`src/rtl/rv_div_unit.sv`:
```
// Iterative restoring integer divider for RV DIV/DIVU/REM/REMU, BITS_PER_CYCLE quotient bits per cycle.
// Optional RV_DIV_FAST_EN: divide-by-zero, signed overflow and MUL codes finish straight from IDLE.
module rv_div_unit #(
  parameter int XLEN           = 32,
  parameter int BITS_PER_CYCLE = 1
) (
  input  logic            clk,
  input  logic            rst_n,
  input  logic            flush,
  input  logic            in_valid,
  output logic            in_ready,
  input  logic [2:0]      funct3,
  input  logic [XLEN-1:0] rs1,
  input  logic [XLEN-1:0] rs2,
  input  logic [4:0]      rd_in,
  output logic            out_valid,
  input  logic            out_ready,
  output logic [XLEN-1:0] result,
  output logic [4:0]      rd_out,
  output logic            busy
);

  localparam int ITER  = XLEN / BITS_PER_CYCLE;
  localparam int CNT_W = $clog2(ITER + 1);

  localparam logic [CNT_W-1:0] LAST_CNT = CNT_W'(ITER - 1);
  localparam logic [CNT_W-1:0] CNT_ZERO = {CNT_W{1'b0}};
  localparam logic [CNT_W-1:0] CNT_ONE  = {{(CNT_W-1){1'b0}}, 1'b1};
  localparam logic [XLEN-1:0]  ZERO     = {XLEN{1'b0}};
  localparam logic [XLEN-1:0]  ONE      = {{(XLEN-1){1'b0}}, 1'b1};
  localparam logic [XLEN-1:0]  ONES     = {XLEN{1'b1}};
  localparam logic [XLEN-1:0]  MIN_NEG  = {1'b1, {(XLEN-1){1'b0}}};

  typedef enum logic [1:0] {
    IDLE  = 2'd0,
    CALC  = 2'd1,
    FIXUP = 2'd2,
    DONE  = 2'd3
  } state_t;

  function automatic logic [XLEN-1:0] neg2(input logic [XLEN-1:0] v);
    return ~v + ONE;
  endfunction

  state_t          state_r;
  state_t          state_s;
  logic            accept_s;
  logic            in_ready_r;
  logic            out_valid_r;
  logic            busy_r;
  logic [XLEN-1:0] result_r;
  logic [4:0]      rd_out_r;

  logic [2:0]      f3_r;
  logic [4:0]      rd_tag_r;
  logic            neg_q_r;
  logic            neg_r_r;
  logic [XLEN-1:0] dividend_r;
  logic [XLEN-1:0] divisor_r;
  logic [XLEN:0]   rem_r;
  logic [CNT_W-1:0] cnt_r;

  logic            signed_op_s;
  logic [XLEN-1:0] mag1_s;
  logic [XLEN-1:0] mag2_s;
  logic [XLEN:0]   rem_step_s;
  logic [XLEN-1:0] dvd_step_s;
  logic [XLEN-1:0] quot_fix_s;
  logic [XLEN-1:0] rem_fix_s;
  logic [XLEN-1:0] fix_res_s;

`ifdef RV_DIV_FAST_EN
  logic            corner_s;
  logic [XLEN-1:0] corner_res_s;

  // corner-case detection and direct result at accept time
  always_comb begin
    corner_s     = 1'b0;
    corner_res_s = ZERO;
    if (!funct3[2]) begin
      corner_s     = 1'b1;
      corner_res_s = ZERO;
    end else if (rs2 == ZERO) begin
      corner_s     = 1'b1;
      corner_res_s = funct3[1] ? rs1 : ONES;
    end else if (!funct3[0] && (rs1 == MIN_NEG) && (rs2 == ONES)) begin
      corner_s     = 1'b1;
      corner_res_s = funct3[1] ? ZERO : MIN_NEG;
    end else begin
      corner_s     = 1'b0;
      corner_res_s = ZERO;
    end
  end
`endif

  // next-state logic; flush overrides everything and masks an accept
  always_comb begin
    state_s  = state_r;
    accept_s = 1'b0;
    if (flush) begin
      state_s = IDLE;
    end else begin
      case (state_r)
        IDLE: begin
          if (in_valid && in_ready_r) begin
            accept_s = 1'b1;
`ifdef RV_DIV_FAST_EN
            state_s  = corner_s ? DONE : CALC;
`else
            state_s  = CALC;
`endif
          end else begin
            state_s = IDLE;
          end
        end
        CALC:    state_s = (cnt_r == LAST_CNT) ? FIXUP : CALC;
        FIXUP:   state_s = DONE;
        DONE:    state_s = out_ready ? IDLE : DONE;
        default: state_s = IDLE;
      endcase
    end
  end

  // state register and registered handshake flags
  always_ff @(posedge clk or negedge rst_n) begin
    if (!rst_n) begin
      state_r     <= IDLE;
      in_ready_r  <= 1'b1;
      out_valid_r <= 1'b0;
      busy_r      <= 1'b0;
    end else begin
      state_r     <= state_s;
      in_ready_r  <= (state_s == IDLE);
      out_valid_r <= (state_s == DONE);
      busy_r      <= (state_s != IDLE);
    end
  end

  // operand magnitudes; unsigned ops pass raw values
  always_comb begin
    signed_op_s = ~funct3[0];
    mag1_s      = (signed_op_s && rs1[XLEN-1]) ? neg2(rs1) : rs1;
    mag2_s      = (signed_op_s && rs2[XLEN-1]) ? neg2(rs2) : rs2;
  end

  // BITS_PER_CYCLE restoring steps; quotient bits shift into the dividend register
  always_comb begin
    rem_step_s = rem_r;
    dvd_step_s = dividend_r;
    for (int i = 0; i < BITS_PER_CYCLE; i++) begin
      rem_step_s = {rem_step_s[XLEN-1:0], dvd_step_s[XLEN-1]};
      if (rem_step_s >= {1'b0, divisor_r}) begin
        rem_step_s = rem_step_s - {1'b0, divisor_r};
        dvd_step_s = {dvd_step_s[XLEN-2:0], 1'b1};
      end else begin
        dvd_step_s = {dvd_step_s[XLEN-2:0], 1'b0};
      end
    end
  end

  // sign fixup and quotient/remainder select
  always_comb begin
    quot_fix_s = neg_q_r ? neg2(dividend_r) : dividend_r;
    rem_fix_s  = neg_r_r ? neg2(rem_r[XLEN-1:0]) : rem_r[XLEN-1:0];
    if (!f3_r[2]) begin
      fix_res_s = ZERO;
    end else if (f3_r[1]) begin
      fix_res_s = rem_fix_s;
    end else begin
      fix_res_s = quot_fix_s;
    end
  end

  // datapath registers: operand capture, iteration, result
  always_ff @(posedge clk or negedge rst_n) begin
    if (!rst_n) begin
      f3_r       <= 3'b000;
      rd_tag_r   <= 5'd0;
      neg_q_r    <= 1'b0;
      neg_r_r    <= 1'b0;
      dividend_r <= ZERO;
      divisor_r  <= ZERO;
      rem_r      <= {(XLEN+1){1'b0}};
      cnt_r      <= CNT_ZERO;
      result_r   <= ZERO;
      rd_out_r   <= 5'd0;
    end else if (accept_s) begin
      f3_r       <= funct3;
      rd_tag_r   <= rd_in;
      neg_q_r    <= signed_op_s && (rs2 != ZERO) && (rs1[XLEN-1] ^ rs2[XLEN-1]);
      neg_r_r    <= signed_op_s && rs1[XLEN-1];
      dividend_r <= mag1_s;
      divisor_r  <= mag2_s;
      rem_r      <= {(XLEN+1){1'b0}};
      cnt_r      <= CNT_ZERO;
`ifdef RV_DIV_FAST_EN
      if (corner_s) begin
        result_r <= corner_res_s;
        rd_out_r <= rd_in;
      end
`endif
    end else if (!flush && (state_r == CALC)) begin
      rem_r      <= rem_step_s;
      dividend_r <= dvd_step_s;
      cnt_r      <= cnt_r + CNT_ONE;
    end else if (!flush && (state_r == FIXUP)) begin
      result_r   <= fix_res_s;
      rd_out_r   <= rd_tag_r;
    end
  end

  assign in_ready  = in_ready_r;
  assign out_valid = out_valid_r;
  assign busy      = busy_r;
  assign result    = result_r;
  assign rd_out    = rd_out_r;

endmodule

```
`config.mk`:
```
export PLATFORM = sky130hd
export DESIGN_NAME = rv_div_unit
export DESIGN_NICKNAME = d
export VERILOG_FILES = /design/src/rtl/rv_div_unit.sv
export SDC_FILE = /design/constraint.sdc
export NUM_CORES = 1
export LEC_CHECK = 0
export CAP_MARGIN = 20
export CELL_PAD_IN_SITES_DETAIL_PLACEMENT = 1
export CELL_PAD_IN_SITES_GLOBAL_PLACEMENT = 1
export CORE_UTILIZATION = 43
export DETAILED_ROUTE_END_ITERATION = 16
export PLACE_DENSITY = 0.86
export RECOVER_POWER = 25
export SKIP_CTS_REPAIR_TIMING = 1
export SLEW_MARGIN = 20
export SYNTH_ARGS = -nofsm -noshare
export SYNTH_HDL_FRONTEND = slang
export SYNTH_SLANG_ARGS = --single-unit
```
`constraint.sdc`:
```
create_clock -name clk -period 4.3 [get_ports clk]
set_input_delay 0.43 -clock clk [delete_from_list [all_inputs] [get_ports clk]]
set_output_delay 0.43 -clock clk [all_outputs]
set_load 0.03 [all_outputs]
```
# After elaboration in Yosys (flattened, before gate mapping)
# Index checks and enable logic that the tools add are counted.
[word_totals] reg_bits=154 input_bits=77 output_inout_bits=40 elab_cells=70
[classes] addsub=6 magnitude_cmp=1 eq_ne=5 muxes=22 bitwise_logic=8 reduce_logical=14
[ops] op="$mux W32" n=11
[ops] op="$add A32 B1 Y32 const B" n=4
[ops] op="$not A32 Y32" n=4
[ops] op="$ge A33 B32 Y1" n=1
[ops] op="$reduce_bool A32 Y1" n=1
[ops] op="$sub A32 B32 Y32" n=1
[ops] op="$mux W6" n=2
[ops] op="$pmux W2 S4" n=1
[ops] op="$logic_and A1 B1 Y1" n=7
[ops] op="$add A6 B1 Y6 const B" n=1
[ops] op="$eq A2 B2 Y1 const B" n=3
[ops] op="$eq A6 B5 Y1 const B" n=1
[ops] op="$mux W2" n=3
[ops] op="$mux W1" n=5
[ops] op="$logic_not A2 Y1" n=2
[ops] op="$reduce_bool A2 Y1" n=2
[ops] op="$not A1 Y1" n=3
[ops] op="$reduce_and A3 Y1" n=1
[ops] op="$eq A2 B1 Y1 const B" n=1
[ops] op="$logic_not A1 Y1" n=1
[ops] op="$xor A1 B1 Y1" n=1

# Longest topological paths before layout
[depth] depth_word=6 ltp_mapped=13 depth_no_buf=13

# Worst setup path before layout
# Ideal clock, no wire load.
[synth_timing] kind="flip-flop to flip-flop" start="reg dividend_r[31]" end="reg rem_r[28]" setup_time_ns=0.124 arrival_time_ns=3.216 required_ns=4.176 slack_ns=0.960 path_stages_with_launch=14 n_path_buf=0 period_less_slack_ns=3.340 path_cell_list="dfrtp_1 -> inv_1 -> ha_1 -> inv_1 -> fa_1 -> a21o_1 -> a311oi_1 -> o21ai_1 -> a2111o_1 -> a2111oi_2 -> o31ai_1 -> a31oi_1 -> mux2i_1 -> a211o_1"
[synth_via] elab_chain_len=4 word_cells_on_any_way=5 classes_between="add/sub: 1; order compare: 1; mux: 3"
[synth_rtl] element="start: declaration" line_no="58" rtl="logic [XLEN-1:0] dividend_r;"
[synth_rtl] element="start signal: assignment" line_no="192" rtl="dividend_r <= mag1_s;"
[synth_rtl] element="start signal: assignment" line_no="204" rtl="dividend_r <= dvd_step_s;"
[synth_rtl] element="$sub A32 B32 Y32 / $ge A33 B32 Y1 (equally long branches)" line_no="153, 152"
[synth_rtl] element="$mux W32 (*)" line_no="152" rtl="if (rem_step_s >= {1'b0, divisor_r}) begin"
[synth_rtl] element="$mux W32 (*)" line_no="202" rtl="end else if (!flush && (state_r == CALC)) begin"
[synth_rtl] element="$mux W32 (*)" line_no="187" rtl="end else if (accept_s) begin"
[synth_rtl] element="end signal: assignment" line_no="183" rtl="rem_r <= {(XLEN+1){1'b0}};"
[synth_rtl] element="end signal: assignment" line_no="194" rtl="rem_r <= {(XLEN+1){1'b0}};"
[synth_rtl] element="end signal: assignment" line_no="203" rtl="rem_r <= rem_step_s;"
[synth_rtl] element="end: declaration" line_no="60" rtl="logic [XLEN:0] rem_r;"
# Every way passes the cells marked *; elsewhere a longest branch is shown, timed or not. The select of a mux whose other input is x is not followed.
# A chain may end at the register's enable or synchronous reset.

# Final worst setup path
# Ends and elaborated chain as after synthesis.

==> impl_results.md <==
- H-tree depth: 4
- Hold Crit Class: flip-flop to flip-flop
- Crit-path cells: inv_1 -> ha_1 -> inv_1 -> fa_1 -> a21o_1 -> a311oi_1 -> o21ai_1 -> a2111o_1 -> a2111oi_2 -> o31ai_1 -> a31oi_1 -> mux2i_1 -> a211o_1
- CP endpoint kind: flip-flop
- Initial antenna violation count: 0
- Largest net degree at the start of global routing: 98
- Initial DRC Count: 518
- Final TNS setup: 0 ns
- Clock buffer depth: 2
- Logic pwr share: 0.501
- Yosys warnings: 0
- Max-slew violation count: 98
- Placed insts: 1,713
- Violated checks: capacitance limit, slew limit
- Post-synthesis async set-or-reset flop share: 1.00
- WP data arrival: 4.10 ns
- Startpoint types: flip-flop
- Synth Flop Type: dfrtp_1
- Share of the synthesized area in the top cell type: 0.355
- Core footprint: 0.0244 mm2
- VDD IR max: 0.000282 V
- Fin. Hold Viols: 0
- Net count, final: 1,523
- # setup viols final: 0
- Clk_skew: 0.0179 ns
- CP Class: flip-flop to flip-flop
- Crit path top cell by count: inv_1
- Leakage power: 0.00547 uW
- Total wire length: 34.0 mm
- DPL Wire Length: 24.8 mm
- Synthesized instance count: 1,327
- Seq pwr share: 0.299
- Sink Count: 153
- Remaining DRCs: 0
- GRT Overall Usage: 0.274
- Placed inst area: 0.0122 mm2
- Worst path max stage delay: 0.50 ns
- Die area: 0.0255 mm2
- Clock power frac: 0.200
- Slew margin rel.: -0.705
- Area occupied by registers: 0.00383 mm2
- Critical path peak fanout: 4
- Max Cap Viol: 1
- Int Pwr: 4160 uW
- Post-synth top cells: 220 x nand2_1, 152 x dfrtp_1, 142 x o21ai_0
- Vias in the first global route: 10,500
- Drt pass-1 iters: 5
- Worst skew pair latency: 0.45 ns
- Multi-input gate area: 0.00647 mm2
- Initial Util: 0.439
- Worst-path clk slew: 0.06 ns
- Row count: 57
- Area Growth Syn to Fin: 19.0%
- WP data required: 4.62 ns
- Largest delay contributor family on the critical path: compound AO/OA/AOI/OAI gates
- Buf+Inv Stages, Crit Path: 2
- Tcrit/Tclk final: 0.879
- N_diodes: 0
- # IOs: 117
- Flop-to-flop setup slack: 0.52 ns
- Status: finished, violations left
- DP Worst Slack: 0.574 ns
- Synth unique cells: 60
- Die Wd: 160 um
- Placer Congestion: 0.846
- Top cells by area, synth: dfrtp_1 36%, nand2_1 7.7%, xnor2_1 6.7%
- Max Freq: 0.265 GHz
- Min Tclk post-route: 3.78 ns
- Register bit total from synthesis: 153
- Worst Tran Pin Value: 2.56 ns
- Finished Layout Cells: 1,745
- Vias/cell: 5.87
- Sw Ratio: 0.453
- GR Overflow Total: 0
- PnR worst setup slack: 0.520 ns
- Mapped Area: 0.0107 mm2
- Net Count, Synth: 1,442
- Syn avg cell area: 8.07 um2
- Sequential element share of the synthesized area: 0.358
- Area leader, netlist: dfrtp_1
- Share of layout cells above drive strength 1: 0.0486
- Design area: 0.0128 mm2
- Die H: 160 um
- First-pass GRT wire length: 56.2 mm
- EDFF count, synth: 0
- Power per cell area: 597 mW/mm2
- Worst path slowest cell: a2111o_1
- Clk root buf: clkbuf_16
- RSZ-0062 raised after global routing: no
- Sw Pwr: 3450 uW
- Routed via count: 10,200
- Most frequent cell after synthesis: nand2_1
- Inserted Clock Buffers: 17
- # fillers: 2,966
- Port bufs: 116
- TritonCTS clock tree: yes
- Detail Route Antenna Nets: 0
- Routed length per instance: 19.5 um
==> kinds of logic after synthesis <==
logic type      Yosys count  share of synthesized area
fa+ha+maj                38                     0.0451
compound gates          388                      0.220
simple gates            464                      0.198
buf+inv                 118                     0.0416
flops                   153                      0.358
mux                      15                     0.0140
xor+xnor                151                      0.123
==> layout by cell type (no fill, tap or decap), drive strengths merged, types with 33 or more instances in the layout <==
cell type,instances
xor2,69
inv,57
o21ai,150
nand3,33
xnor2,82
nand2,220
dfrtp,152
a21oi,88
clkdlybuf4s50,114
ha,37
nor2,91
==> cell type report <==
class / instances / area share
Timing Repair Buffer: 131 / 0.100
Sequential cell: 153 / 0.300
Tap cell: 324 / 0.0318
Multi-Input combinational cell: 1056 / 0.507
Clock inverter: 14 / 0.0121
Clock buffer: 18 / 0.0337
Inverter: 49 / 0.0144
==> flip-flops by register name, summed over array words and instances (netlist names) <==
name / flops
result: 32
neg_r_r: 1
out_valid: 1
cnt_r: 6
f3_r: 2
dividend_r: 32
neg_q_r: 1
state_r: 2
divisor_r: 32
rem_r: 32
in_ready: 1
rd_tag_r: 5
busy: 1
rd_out: 5
==> stage by stage <==
| step | power [uW] | util | hold WS, ns |
|---|---|---|---|
| 2_1_floorplan | 4900 | - | 0.134 |
| 3_3_place_gp | 5850 | 0.499 | 0.446 |
| 3_5_place_dp | 6010 | 0.499 | 0.464 |
| 4_1_cts | 7600 | 0.523 | 0.138 |
| 5_1_grt | 8150 | 0.523 | 0.509 |
| 6_report | 7610 | 0.523 | 0.478 |
==> routing by layer <==
| layer | GRT usage | share of wire |
|---|---|---|
| met1 | 0.366 | 0.46 |
| met2 | 0.461 | 0.48 |
| met3 | 0.0379 | 0.038 |
| met4 | 0.0788 | 0.022 |
| met5 | 0 | 0 |
==> worst register-to-register path: stages (launching register included) <==
cell and delay, ns:
dfrtp_1 0.42, inv_1 0.08, ha_1 0.16, inv_1 0.05
fa_1 0.43, a21o_1 0.21, a311oi_1 0.39, o21ai_1 0.20
a2111o_1 0.50, a2111oi_2 0.43, o31ai_1 0.17, a31oi_1 0.25
mux2i_1 0.11, a211o_1 0.27
==> power groups by stage <==
stage	Sequential [uW]	Combinational, uW	Clock, uW
global route	2320	4230	1600
global placement	2260	3590	0
detailed placement	2290	3730	0
CTS	2260	3800	1540
finish	2280	3810	1520
floorplan	2110	2790	0
==> path summary, 6_finish.rpt <==
| kind | endpoint | from | cells past startpoint |
|---|---|---|---|
| worst min register to register | divisor_r[24]$_DFFE_PN0P_ | divisor_r[24]$_DFFE_PN0P_ | 2 |
| worst min-delay path | divisor_r[24]$_DFFE_PN0P_ | divisor_r[24]$_DFFE_PN0P_ | 2 |
| min in group asynchronous | divisor_r[11]$_DFFE_PN0P_ | rst_n | 1 |
| worst max register to register | rem_r[28]$_DFFE_PN0N_ | dividend_r[31]$_DFFE_PN0N_ | 13 |
| max in group asynchronous | dividend_r[31]$_DFFE_PN0N_ | rst_n | 2 |
| worst max-delay path | rem_r[28]$_DFFE_PN0N_ | dividend_r[31]$_DFFE_PN0N_ | 13 |
No activity file was read; power rests on OpenSTA's default activity.
